`src/rtl/register_load_arbiter_if.sv`:
```
// register_load_arbiter_if
//   Bundles the requester-side inputs and the shared register-bus outputs of
//   register_load_arbiter.
//   Requester side (driven by the master modport):
//     hold      - block new grants
//     req[4]    - per-requester load request
//     dest[4]   - per-requester target register index (0..3)
//     data[4]   - per-requester payload, N bits
//   Bus side (driven by the arbiter through the slave modport):
//     bus_data  - captured payload of the current or last transfer
//     load_en   - one-hot register load strobe
//     ack       - one-hot acknowledge to the served requester
//     grant_id  - index of the served requester
//     busy      - high while a transfer is in LOAD
interface register_load_arbiter_if #(
   parameter int N = 8
);
   logic                  hold;
   logic [3:0]            req;
   logic [3:0][1:0]       dest;
   logic [3:0][N-1:0]     data;
   logic [N-1:0]          bus_data;
   logic [3:0]            load_en;
   logic [3:0]            ack;
   logic [1:0]            grant_id;
   logic                  busy;

   modport master (
      output hold, req, dest, data,
      input  bus_data, load_en, ack, grant_id, busy
   );

   modport slave (
      input  hold, req, dest, data,
      output bus_data, load_en, ack, grant_id, busy
   );
endinterface

```
`src/rtl/register_load_arbiter.sv`:
```
// register_load_arbiter
//   Four requesters compete for one shared register-load bus. A round-robin
//   search starting at pointer p picks a winner in IDLE; on the next edge the
//   winner's payload, target index and id are captured and a single LOAD
//   cycle strobes the target register and acknowledges the requester.
//   Ports:
//     clk    - rising-edge clock
//     reset  - asynchronous active-low reset, clears all state
//     bus    - register_load_arbiter_if.slave (request inputs, bus outputs)
module register_load_arbiter #(
   parameter int N = 8
) (
   input  logic                       clk,
   input  logic                       reset,
   register_load_arbiter_if.slave     bus
);

   typedef enum logic {IDLE = 1'b0, LOAD = 1'b1} state_t;

   state_t        state, state_nxt;
   logic [1:0]    ptr;
   logic [1:0]    win;
   logic          found;
   logic          grant_go;
   logic [1:0]    idx;

   logic [N-1:0]  bus_data_q;
   logic [3:0]    load_en_q;
   logic [3:0]    ack_q;
   logic [1:0]    grant_id_q;
   logic          busy_q;

   // Round-robin search: p, p+1, ... mod 4; the 2-bit add wraps naturally.
   always_comb begin
      found = 1'b0;
      win   = 2'd0;
      idx   = 2'd0;
      for (int k = 0; k < 4; k++) begin
         idx = ptr + 2'(k);
         if (!found && bus.req[idx]) begin
            found = 1'b1;
            win   = idx;
         end
      end
   end

   always_comb begin
      state_nxt = state;
      grant_go  = 1'b0;
      case (state)
         IDLE: begin
            if (!bus.hold && found) begin
               state_nxt = LOAD;
               grant_go  = 1'b1;
            end
         end
         LOAD: state_nxt = IDLE;   // single-cycle transfer, hold/req ignored
         default: state_nxt = IDLE;
      endcase
   end

   always_ff @(posedge clk or negedge reset) begin
      if (!reset) state <= IDLE;
      else        state <= state_nxt;
   end

   // Everything the transfer needs is captured on the grant edge, so request
   // changes during LOAD cannot disturb it. Strobes are cleared on the next
   // edge (LOAD never grants), and the async reset drops them mid-LOAD.
   always_ff @(posedge clk or negedge reset) begin
      if (!reset) begin
         ptr        <= 2'd0;
         bus_data_q <= '0;
         grant_id_q <= 2'd0;
         load_en_q  <= 4'd0;
         ack_q      <= 4'd0;
         busy_q     <= 1'b0;
      end else if (grant_go) begin
         ptr        <= win + 2'd1;
         bus_data_q <= bus.data[win];
         grant_id_q <= win;
         load_en_q  <= 4'b0001 << bus.dest[win];
         ack_q      <= 4'b0001 << win;
         busy_q     <= 1'b1;
      end else begin
         load_en_q  <= 4'd0;
         ack_q      <= 4'd0;
         busy_q     <= 1'b0;
      end
   end

   assign bus.bus_data = bus_data_q;
   assign bus.load_en  = load_en_q;
   assign bus.ack      = ack_q;
   assign bus.grant_id = grant_id_q;
   assign bus.busy     = busy_q;

endmodule

```
`src/flat_wrapper.sv`:
```
// flat-port wrapper written by rule: the top's interface ports become plain ports
module register_load_arbiter_flat 
#(
   parameter int N = 8
)
  (clk, reset, bus_hold, bus_req, bus_dest, bus_data, bus_bus_data, bus_load_en, bus_ack, bus_grant_id, bus_busy);
  register_load_arbiter_if #(.N(N)) bus_i ();
  input  logic clk;
  input  logic reset;
  input wire logic [$bits(bus_i.hold)-1:0] bus_hold;
  input wire logic [$bits(bus_i.req)-1:0] bus_req;
  input wire logic [$bits(bus_i.dest)-1:0] bus_dest;
  input wire logic [$bits(bus_i.data)-1:0] bus_data;
  output wire logic [$bits(bus_i.bus_data)-1:0] bus_bus_data;
  output wire logic [$bits(bus_i.load_en)-1:0] bus_load_en;
  output wire logic [$bits(bus_i.ack)-1:0] bus_ack;
  output wire logic [$bits(bus_i.grant_id)-1:0] bus_grant_id;
  output wire logic [$bits(bus_i.busy)-1:0] bus_busy;
  assign bus_i.hold = bus_hold;
  assign bus_i.req = bus_req;
  assign bus_i.dest = bus_dest;
  assign bus_i.data = bus_data;
  assign bus_bus_data = bus_i.bus_data;
  assign bus_load_en = bus_i.load_en;
  assign bus_ack = bus_i.ack;
  assign bus_grant_id = bus_i.grant_id;
  assign bus_busy = bus_i.busy;
  register_load_arbiter #(.N(N)) u_core (.clk(clk), .reset(reset), .bus(bus_i));
endmodule
```
`config.mk`:
```
export PLATFORM = sky130hd
export DESIGN_NAME = register_load_arbiter_flat
export DESIGN_NICKNAME = d
export VERILOG_FILES = /design/src/rtl/register_load_arbiter_if.sv /design/src/rtl/register_load_arbiter.sv /design/src/flat_wrapper.sv
export SDC_FILE = /design/constraint.sdc
export NUM_CORES = 1
export LEC_CHECK = 0
export CORE_ASPECT_RATIO = 1.5
export CORE_MARGIN = 2
export CORE_UTILIZATION = 41
export DETAILED_ROUTE_END_ITERATION = 10
export HOLD_SLACK_MARGIN = 0.06
export PLACE_DENSITY = 0.82
export SKIP_LAST_GASP = 1
export SLEW_MARGIN = 20
export SYNTH_ARGS = -nofsm -noshare
export SYNTH_HDL_FRONTEND = slang
export SYNTH_SLANG_ARGS = --single-unit
```
`constraint.sdc`:
```
create_clock -name clk -period 2.9 [get_ports clk]
set_input_delay 0.29 -clock clk [delete_from_list [all_inputs] [get_ports clk]]
set_output_delay 0.29 -clock clk [all_outputs]
set_load 0.1 [all_outputs]
```
* Word-level counts from Yosys, hierarchy flattened *
Cells that the tools add are included.

word-level totals
  logic and storage cells = 53
  output and inout port bits = 19
  flip-flop bits (word level) = 22
  input port bits = 47

operators by class
  muxes and demuxes = 26
  add/subtract/negate cells = 4
  reductions and logical operators = 8
  bitwise logic cells = 1
  shift operators = 2
  order comparisons = 5

operators by type and width
  cell                   number
  $bmux W8 S2            1
  $lt A2 B3 Y1 const B   5
  $mux W1                11
  $mux W2                5
  $bmux W1 S2            4
  $mux W4                2
  $mux W8                1
  $shl A1 B2 Y4 const A  2
  $add A2 B1 Y2 const B  2
  $add A2 B2 Y2 const B  2
  $bmux W2 S2            1
  $logic_and A1 B1 Y1    4
  $logic_not A1 Y1       4
  $pmux W1 S2            1
  $not A1 Y1             1

* Depth between registers and ports, before layout *
Gate-level depths: netlist (run 1).

  depth after elaboration = 16
  depth in mapped cells = 7
  depth with buffers taken out = 6

* Worst setup path after synthesis (run 1) *
Ideal clock, no wire load.

  path kind = reg2reg
  from = reg u_core.bus.busy (netlist name)
  to = reg u_core.bus_data_q[3], in the netlist u_core.bus.bus_data[3]
  clock period less this slack = 2.043 ns
  setup slack = 0.857 ns
  required time = 2.774 ns
  setup time = 0.126 ns
  cell stages (with the launch flop) = 6
  path buffers = 2
  data arrival time = 1.917 ns
  cells stage by stage = dfrtp_1 or3_1 clkbuf_1 clkbuf_1 nor3_1 a221o_1

RTL lines
  item                  RTL line                     RTL
  to (signal assigned)  register_load_arbiter.sv:80  bus_data_q <= bus.data[win];
  to (decl)             register_load_arbiter.sv:27  logic [N-1:0] bus_data_q;

* Final worst setup path (run 1) *
  from = in bus_req[0]
  to = reg u_core.bus_data_q[6], in the netlist u_core.bus.bus_data[6]

between the ends
  longest elaborated chain between the ends = 15
  elaborated cells between the ends (all ways) = 27
  classes of those cells = 20 x mux; 7 x reduce/logical

ends and longest elaborated chain
  item                           RTL line                     RTL
  from (decl)                    flat_wrapper.sv:11           input wire logic [$bits(bus_i.req)-1:0] bus_req;
  $bmux W1 S2                    register_load_arbiter.sv:40  if (!found && bus.req[idx]) begin
  $mux W1 (implied by the code)  register_load_arbiter.sv:40
  $mux W1                        register_load_arbiter.sv:40
  $logic_not A1 Y1               register_load_arbiter.sv:40
  $logic_and A1 B1 Y1            register_load_arbiter.sv:40
  $mux W1                        register_load_arbiter.sv:40
  $logic_not A1 Y1               register_load_arbiter.sv:40
  $logic_and A1 B1 Y1            register_load_arbiter.sv:40
  $mux W1                        register_load_arbiter.sv:40
  $logic_not A1 Y1               register_load_arbiter.sv:40
  $logic_and A1 B1 Y1            register_load_arbiter.sv:40
  $mux W1                        register_load_arbiter.sv:40
  $logic_and A1 B1 Y1            register_load_arbiter.sv:52  if (!bus.hold && found) begin
  $mux W1                        register_load_arbiter.sv:52
  $mux W1                        register_load_arbiter.sv:50  case (state)

Parallel ways exist; a longest one is shown, timed or not. The select of a mux whose other input is x is not followed.
A chain may end at the register's enable or synchronous reset.

==> results of run 1 <==
layout by cell type, fill, tap and decap left out, types with 2 or more instances in the layout:
master | netlist | final
a21oi_1 | 3 | 3
inv_1 | 3 | 3
buf_4 | 2 | 21
nor3b_2 | 2 | 2
dfrtp_1 | 21 | 21
clkdlybuf4s50_1 | 0 | 46
and2_1 | 4 | 4
ha_1 | 4 | 4
mux2i_1 | 13 | 13
nand2_1 | 7 | 7
nor3_1 | 9 | 9
mux2_1 | 8 | 8
clkbuf_8 | 0 | 3
a221o_1 | 8 | 8
sequential cells by signal, indices dropped and copies added (netlist names):
| name | count |
|---|---|
| u_core.bus.busy | 1 |
| u_core.bus.grant_id | 2 |
| u_core.bus.bus_data | 8 |
| u_core.bus.load_en | 4 |
| u_core.ptr | 2 |
| u_core.bus.ack | 4 |
per-layer routing:
metal  global-route usage (%)  up-vias
li1                         -      498
met1                     19.6      504
met2                     35.3       40
met3                     2.08        2
met4                     7.41        0
met5                        0        -
final cells by class:
type / instances / area share [%]
Multi-Input combinational cell: 70 / 32.2
Tap cell: 37 / 2.51
Sequential cell: 21 / 28.5
Timing Repair Buffer: 67 / 33.5
Inverter: 4 / 0.814
Clock buffer: 4 / 2.44
power by group through the flow:
stage,clock network (µW),registers [µW],logic [µW]
2_1_floorplan,0,882,266
3_3_place_gp,0,419,948
3_5_place_dp,0,420,963
4_1_cts,189,415,964
5_1_grt,205,423,1000
6_report,186,417,954
through the flow:
stage	cells	power [µW]	hold slack [ps]	worst slack, ps
after floorplan	101	1150	-5.59	857
after global placement	199	1370	468	519
after detailed placement	199	1380	472	447
after CTS	203	1570	491	722
after global routing	203	1630	535	621
final	203	1560	488	748
cells by family (layout without fill, tap and decap cells):
kind of cell	count (synthesis)	in the layout	synth area share (%)
buffers and inverters	10	75	4.51
flip-flops	21	21	45.1
multiplexers	23	23	21.1
adder cells (fa/ha/maj)	4	4	4.30
AO/OA/AOI/OAI	16	16	12.0
AND/OR/NAND/NOR	27	27	13.0
worst max-delay path by stage:
stage / from / end / slack, ps / depth (start not counted)
6_report: bus_req[0] / u_core.bus.bus_data[6] / 750 / 7
5_1_grt: bus_req[0] / u_core.bus.bus_data[6] / 620 / 7
4_1_cts: bus_req[0] / u_core.bus.bus_data[6] / 720 / 7
3_5_place_dp: bus_req[0] / u_core.bus.bus_data[3] / 450 / 7
3_3_place_gp: bus_req[0] / u_core.bus.bus_data[0] / 520 / 7
2_1_floorplan: u_core.bus.busy / u_core.bus.bus_data[3] / 860 / 5
worst max-delay path: cells and delay by family:
family,cells,cell delay [ps]
AO/OA/AOI/OAI,4,900
buffers and inverters,2,610
AND/OR/NAND/NOR,1,530
==> flow_summary.json, run 1 <==
{
  "dieHeight_um": 69.3,
  "hp-start": "u_core.bus.grant_id[0]",
  "required_ps": 3090,
  "synth_edf_count": 0,
  "num_io_pins": 66,
  "top_layer": "met4",
  "min_to": "u_core.bus.grant_id[0]",
  "hold_depth": 2,
  "synth_ff_type": "dfrtp_1",
  "cp-start-kind": "input pin",
  "area_growth_pct": 58.3,
  "cts_root_buffer": "clkbuf_8",
  "coreArea_um2": 2680,
  "hp-class": "flip-flop to flip-flop",
  "multi_input_area_um2": 594,
  "fmax_mhz": 465,
  "seqPwrFrac_pct": 26.8,
  "p_int_uw": 745,
  "antenna_found_initial": 0,
  "path_cells": "clkdlybuf4s50_1, a21oi_1, o21a_1, o22a_2, inv_1, nor2_1, a221o_1",
  "netlist.area_leader.share_pct": 45.1,
  "viasPerCell": 5.14,
  "fin_crit_sh_pct": 74.2,
  "dr_wl_met2_um": 1640,
  "grt_pass1_vias": 1111,
  "leakagePower_uw": 0.000850,
  "vdd_ir_drop_max_mv": 0.477,
  "drtIter0Drc": 31,
  "wl_met3_um": 148,
  "cts_tree": "yes",
  "ys_warn_count": 0,
  "drt_first_pass_iters": 4,
  "vias": 1044,
  "grt_use_total_pct": 19.0,
  "drt-met1-wl_um": 1090,
  "h-tree-depth": 1,
  "grt_max_degree": 22,
  "cts.sinks": 21,
  "seqCellArea_um2": 526,
  "drive_gt1_share_pct": 18.7,
  "tightest_slew_ps": 915,
  "setup_viol": 0,
  "synthesis.area_um2": 1160,
  "crit_arrival_ps": 2340,
  "dieWidth_um": 47.5,
  "clk_pin_slew_ps": 70,
  "postCtsSetupBuffers": 0,
  "wl_um": 2900,
  "powerDensity_nw_per_um2": 844,
  "cts_hold_buf": 0,
  "synth_common_cells": "21 x dfrtp_1, 13 x mux2i_1, 9 x nor3_1, 8 x a221o_1, 8 x mux2_1",
  "drv_cap": 0,
  "power.switching_uw": 811,
  "ys_ff_latch": 21,
  "maxSlewHeadroom_pct": 38.8,
  "syn_nets": 152,
  "setup.worst_path.class": "input pin to flip-flop",
  "yosysUniqueCellTypes": 27,
  "drcViolationCount": 0,
  "yosysSeqAreaShare_pct": 45.1,
  "portBuffers": 65,
  "slowest_delay_ps": 530,
  "synth_top_cell_by_area": "dfrtp_1",
  "finalCriticalPeriod_ps": 2150,
  "cts-resized-gates": 0,
  "routedWlPerCell_um": 14.3,
  "utilization_pct": 68.9,
  "slew_viol_final": 0,
  "r2r-start": "u_core.ptr[1]",
  "fin_area_um2": 1840,
  "n_fill_cell": 226,
  "swShare_pct": 52.1,
  "numCtsBuffers": 3,
  "hpwl_um": 2310,
  "finalHoldViolCount": 0,
  "syn_inst": 101,
  "diodes": 0,
  "final_nets": 218,
  "async_reset_ff_share_pct": 100,
  "rsz0062_at_grt": "no",
  "grt_pass1_wl_um": 4730,
  "r2r_end": "u_core.bus.bus_data[6]",
  "end_kind": "flip-flop",
  "grt_overflow_total": 0,
  "critical-path-slowest-cell": "nor2_1",
  "synth.avg_cell_area_um2": 11.5,
  "postRouteAntennaNets": 0,
  "crit_fanout": 15,
  "clk_path_buf_depth": 2,
  "yosys-top-cells-area": "dfrtp_1 45%, mux2i_1 11%, mux2_1 7.7%",
  "clkPwrFrac_pct": 11.9,
  "worst-r2r-setup-slack_ps": 830,
  "clk_latency_ps": 250,
  "rr_worst_depth": 6,
  "status": "complete, no violations",
  "tns_ps": 0,
  "start_util_pct": 43.5,
  "die_area_um2": 3290,
  "synth_most_common_cell": "dfrtp_1",
  "p_comb_share_pct": 61.3,
  "row_count": 23,
  "skew_ps": 0.982,
  "place_area_um2": 1800,
  "globalplace.congestion": 0.770
}
(Power assumes the default switching activity.)
==> run 2, diff against run 1 <==
--- a/config.mk
+++ b/config.mk
@@ -7,10 +7,10 @@
 export LEC_CHECK = 0
 export CORE_ASPECT_RATIO = 1.5
 export CORE_MARGIN = 2
-export CORE_UTILIZATION = 41
+export CORE_UTILIZATION = 38
 export DETAILED_ROUTE_END_ITERATION = 10
 export HOLD_SLACK_MARGIN = 0.06
-export PLACE_DENSITY = 0.82
+export PLACE_DENSITY = 0.77
 export SKIP_LAST_GASP = 1
 export SLEW_MARGIN = 20
 export SYNTH_ARGS = -nofsm -noshare
==> constraint.sdc (replaced) <==
create_clock -name clk -period 2.05 [get_ports clk]
set_input_delay 0.205 -clock clk [delete_from_list [all_inputs] [get_ports clk]]
set_output_delay 0.205 -clock clk [all_outputs]
set_load 0.1 [all_outputs]
==> run 2 against run 1 <==
Setup slack lost 630 ps. Flip-flop and latch count is the same. Clock power grew 43%. Sequential power grew 40%. Sequential share of layout area shrank 0.83 points. Count of clock-buffer cells in the layout is the same. Die area grew 7.3%. Largest power group unchanged.
==> flow_summary.json, run 2 (same netlist as run 1, synthesis figures left out) <==
{
  "fin_crit_sh_pct": 94.1,
  "powerDensity_nw_per_um2": 1190,
  "dieHeight_um": 71.8,
  "numCtsBuffers": 3,
  "postRouteAntennaNets": 0,
  "num_io_pins": 66,
  "fmax_mhz": 519,
  "cts_root_buffer": "clkbuf_8",
  "whs_ps": 305,
  "postCtsSetupBuffers": 0,
  "clk_latency_ps": 250,
  "drv_cap": 0,
  "drt-met1-wl_um": 1090,
  "antenna_found_initial": 0,
  "final_cell_mix": "46 x clkdlybuf4s50_1, 25 x buf_4, 21 x dfrtp_1",
  "dr_wl_met2_um": 1530,
  "globalplace.congestion": 0.748,
  "routedWlPerCell_um": 13.6,
  "stdcell_count": 210,
  "critical-path-slowest-cell": "clkdlybuf4s50_1",
  "required_ps": 2190,
  "drcViolationCount": 0,
  "vdd_ir_drop_max_mv": 0.716,
  "crit_fanout": 6,
  "setup_viol": 0,
  "seqCellArea_um2": 526,
  "wl_um": 2860,
  "end_kind": "flip-flop",
  "skew_ps": 1.05,
  "viasPerCell": 5.02,
  "clk_path_buf_depth": 2,
  "h-tree-depth": 1,
  "cts-resized-gates": 0,
  "n_fill_cell": 236,
  "coreArea_um2": 2910,
  "clk_pin_slew_ps": 70,
  "setup.worst_path.class": "input pin to flip-flop",
  "final_nets": 223,
  "leakagePower_uw": 0.000879,
  "grt_max_degree": 25,
  "drtIter0Drc": 26,
  "grt_pass1_wl_um": 4890,
  "tightest_slew_ps": 434,
  "hp-class": "input pin to asynchronous set/reset pin",
  "grt_overflow_total": 0,
  "area_growth_pct": 63.1,
  "multi_input_area_um2": 597,
  "final_common_cell": "clkdlybuf4s50_1",
  "cts_hold_buf": 0,
  "start_util_pct": 40.0,
  "row_count": 24,
  "crit_arrival_ps": 2070,
  "path_cells": "clkdlybuf4s50_1, mux2i_1, a211oi_4, buf_4, buf_4, mux2i_1, nor3_1, a221o_1",
  "grt_use_total_pct": 17.7,
  "wl_met3_um": 222,
  "cts_tree": "yes",
  "diodes": 0,
  "cp-start-kind": "input pin",
  "status": "complete, no violations",
  "grt_pass1_vias": 1132,
  "vias": 1054,
  "die_area_um2": 3530,
  "hpwl_um": 2310,
  "utilization_pct": 65.2,
  "finalCriticalPeriod_ps": 1930,
  "drt_first_pass_iters": 4,
  "dieWidth_um": 49.2,
  "rsz0062_at_grt": "no",
  "slew_viol_final": 0,
  "finalHoldViolCount": 0,
  "drive_gt1_share_pct": 21.6,
  "cts.sinks": 21,
  "top_layer": "met4",
  "maxSlewHeadroom_pct": 71.1,
  "largest_reg_flops": 8,
  "slowest_delay_ps": 550,
  "dp.cells": 206,
  "portBuffers": 65
}
## run 2: cell types whose count changed in the layout (fill, tap and decap cells not counted), sizes merged
cell  delta
buf      +5
## run 2: final cells by class
cell class / count / area share, %
clock buffer: 4 / 2.37
tap: 39 / 2.57
inverter: 4 / 0.791
sequential: 21 / 27.7
multi-input combinational: 70 / 31.4
timing repair buffer: 72 / 35.2
## run 2: path summary, 6_finish.rpt
check | depth (start not counted) | start | slack [ps] | end
max | 8 | bus_req[1] | 120 | u_core.bus.bus_data[5]
min | 2 | reset | 300 | u_core.bus.ack[1]
max reg2reg | 7 | u_core.ptr[1] | 130 | u_core.bus.bus_data[5]
min reg2reg | 2 | u_core.bus.grant_id[0] | 490 | u_core.bus.grant_id[0]
max in group asynchronous | 2 | reset | 1530 | u_core.bus.load_en[1]
min in group clk | 2 | u_core.bus.grant_id[0] | 490 | u_core.bus.grant_id[0]
## run 2: stage by stage
step | setup WS (ps) | cell area, µm² | total power, µW | setup TNS [ps]
after floorplan | 7.34 | 1160 | 1620 | 0
after global placement | -113 | 1850 | 1980 | -790
after detailed placement | -190 | 1850 | 2000 | -1540
after CTS | 57.5 | 1900 | 2270 | 0
after global routing | 1.59 | 1900 | 2360 | 0
final | 122 | 1900 | 2250 | 0
## run 2: layer usage
layer  GRT usage (%)  vias up
li1                -      509
met1            18.7      492
met2            33.2       51
met3            4.17        2
met4            6.67        0
met5               0        -
## run 2: where the power goes
part | internal (µW) | leakage [µW] | switching (µW)
Combinational | 437 | 0.000588 | 964
Clock | 138 | 0.0000228 | 127
Sequential | 518 | 0.000269 | 66.4
## run 2: critical path, delay by kind of cell
| kind | cells | cell delay [ps] |
|---|---|---|
| mux | 2 | 340 |
| buf+inv | 3 | 890 |
| simple gates | 1 | 60 |
| compound gates | 2 | 580 |
==> variant: new RTL, flow settings as in run 2 <==
`N` is set to 8 in 3 places; all go to 16.
--- a/src/rtl/register_load_arbiter_if.sv
+++ b/src/rtl/register_load_arbiter_if.sv
@@ -13,7 +13,7 @@
 //     grant_id  - index of the served requester
 //     busy      - high while a transfer is in LOAD
 interface register_load_arbiter_if #(
-   parameter int N = 8
+   parameter int N = 16
 );
    logic                  hold;
    logic [3:0]            req;
--- a/src/rtl/register_load_arbiter.sv
+++ b/src/rtl/register_load_arbiter.sv
@@ -8,7 +8,7 @@
 //     reset  - asynchronous active-low reset, clears all state
 //     bus    - register_load_arbiter_if.slave (request inputs, bus outputs)
 module register_load_arbiter #(
-   parameter int N = 8
+   parameter int N = 16
 ) (
    input  logic                       clk,
    input  logic                       reset,
--- a/src/flat_wrapper.sv
+++ b/src/flat_wrapper.sv
@@ -1,7 +1,7 @@
 // flat-port wrapper written by rule: the top's interface ports become plain ports
 module register_load_arbiter_flat 
 #(
-   parameter int N = 8
+   parameter int N = 16
 )
   (clk, reset, bus_hold, bus_req, bus_dest, bus_data, bus_bus_data, bus_load_en, bus_ack, bus_grant_id, bus_busy);
   register_load_arbiter_if #(.N(N)) bus_i ();
Interface: changed (resized bus_bus_data and bus_data); port bits go from 66 to 106. The function was not compared with the original's and may differ.
==> variant against run 2 <==
- routed wire length is 61% higher
- global-route usage is 2.2 points higher
- synthesized area is 44% higher
- critical endpoint is now u_core.bus.bus_data[2]
- largest cell class unchanged
- sequential power is 43% higher
- design area is 53% higher
- combinational power is 65% higher
- critical path type is now flip-flop to flip-flop
- critical path depth stayed put
- total power is 62% higher
- hold slack better by 0.0054 ns
- first-iteration DRC count grew to 2.8 times the old value
- sequential cell count is 8 higher
- worst setup slack worse by 0.011 ns
- clock skew is 0.0017 ns higher
==> variant: results (changes against run 2) <==
* Status: complete, no violations (unchanged)
* CTS clk-pin slew, worst paths at roughly 0.060 ns
* CP top delay family: compound AO/OA/AOI/OAI gates (was buffers and inverters)
* Iter 0 DRT Violations at 73 (was 26)
* DP HPWL at 3.536 mm (was 2.310 mm)
* Starting Density at 0.3955 (was 0.3999)
* Switch share at 0.5106 (was 0.5144)
* CTS resizes at 0 (unchanged)
* Synth async-reset ratio at 1.000 (unchanged)
* Htree depth at 2 (was 1)
* Worst EP arrival at 2.10 ns (was 2.07 ns)
* CTS Buf Count at 5 (was 3)
* Clock Latency Late Sink at 0.28 ns (was 0.25 ns)
* YS warnings at 0 (unchanged)
* Max reg flops at 16 (was 8)
* Share of cells above drive strength 1 at 0.2738 (was 0.2164)
* Maximum VDD drop at 937.3 uV (was 715.7 uV)
* # diodes at 0 (unchanged)
* DR pass1 iterations at 4 (unchanged)
* Vias in the first global route at 1595 (was 1132)
* CP max FO at 34 (was 6)
* Leak pwr at 1.330 nW (was 0.8790 nW)
* Worst Hold Class: primary input to async pin (unchanged)
* Critical Path Max Stage Delay at 0.44 ns (was 0.55 ns)
* Post-CTS setup buffers at 0 (unchanged)
* First-pass GRT wire length at 7.424 mm (was 4.885 mm)
* Largest net degree at the start of global routing at 35 (was 25)
* Clock skew at 0.002747 ns (was 0.001049 ns)
* Vias per cell at 5.104 (was 5.019)
* Seq/Total Area, Yosys at 0.4322 (was 0.4511)
* GRT Util Overall at 0.1988 (was 0.1767)
* Slowest CP cell: dfrtp_1 (was clkdlybuf4s50_1)
* Synth cell types at 29 (was 27)
* Routability congestion estimate at 0.8226 (was 0.7483)
* Mapped Nets at 229 (was 152)
* Synth area leaders: dfrtp_1 (43%), mux2i_1 (13%), mux2_2 (11%) (was dfrtp_1 (45%), mux2i_1 (11%), mux2_1 (7.7%))
* Post-synth top cells: dfrtp_1 (29), mux2i_1 (21), nor3_1 (17) (was dfrtp_1 (21), mux2i_1 (13), nor3_1 (9))
* Slew HR at 0.7495 (was 0.7106)
* Number of port buffers at 105 (was 65)
* Final net count at 345 (was 223)
* Drt wl/cell at 14.91 um (was 13.61 um)
## variant: kinds of logic (layout without fill, tap and decap cells)
| group | count (synthesis) | after routing | share of synthesized area |
|---|---|---|---|
| and+or+nand+nor | 35 | 35 | 0.1110 |
| adders and majority gates | 4 | 4 | 0.02981 |
| muxes | 39 | 39 | 0.2496 |
| buffers and inverters | 15 | 132 | 0.04247 |
| DFF | 29 | 29 | 0.4322 |
| AOI/OAI and AO/OA | 24 | 24 | 0.1349 |
## variant: power groups by stage
stage | Combinational [mW] | Clock (mW) | Sequential (mW)
global placement | 2.31 | 0 | 0.845
finish | 2.31 | 0.506 | 0.838
CTS | 2.33 | 0.521 | 0.837
floorplan | 0.594 | 0 | 1.93
detailed placement | 2.33 | 0 | 0.839
global route | 2.41 | 0.555 | 0.860
## variant: final timing paths
path / cells past startpoint / endpoint / slack (ns) / startpoint
max in group asynchronous: 2 / u_core.bus.busy / 1.44 / reset
worst min register to register: 1 / u_core.bus.grant_id[1] / 0.48 / u_core.bus.grant_id[1]
min in group clk: 1 / u_core.bus.grant_id[1] / 0.48 / u_core.bus.grant_id[1]
worst max register to register: 8 / u_core.bus.bus_data[2] / 0.11 / u_core.ptr[1]
worst max-delay path: 8 / u_core.bus.bus_data[2] / 0.11 / u_core.ptr[1]
worst min-delay path: 2 / u_core.bus.grant_id[0] / 0.31 / reset
## variant: cell type report
type	count	area [um2]
repair buffers	120	1121
clock buffers	7	96.34
fillers	338	1341
clock inverters	1	5.005
inverters	4	15.01
well taps	46	57.56
multi-input cells	102	882.1
flip-flops and latches	29	726.9
## variant: per-layer routing
layer / share of wire / GRT usage
met5: 0 / 0
met1: 0.36 / 0.2133
met4: 0.017 / 0.09091
met2: 0.57 / 0.3565
met3: 0.045 / 0.04573
## variant: metrics by stage
step	utilization	cell area, um2	cells	setup WS [ns]
6_report	0.6841	2904	309	0.1107
2_1_floorplan	-	1680	146	0.02914
4_1_cts	0.6841	2904	309	0.08625
5_1_grt	0.6841	2904	309	0.007754
3_5_place_dp	0.6602	2803	301	-0.1953
3_3_place_gp	0.6602	2803	301	-0.1628
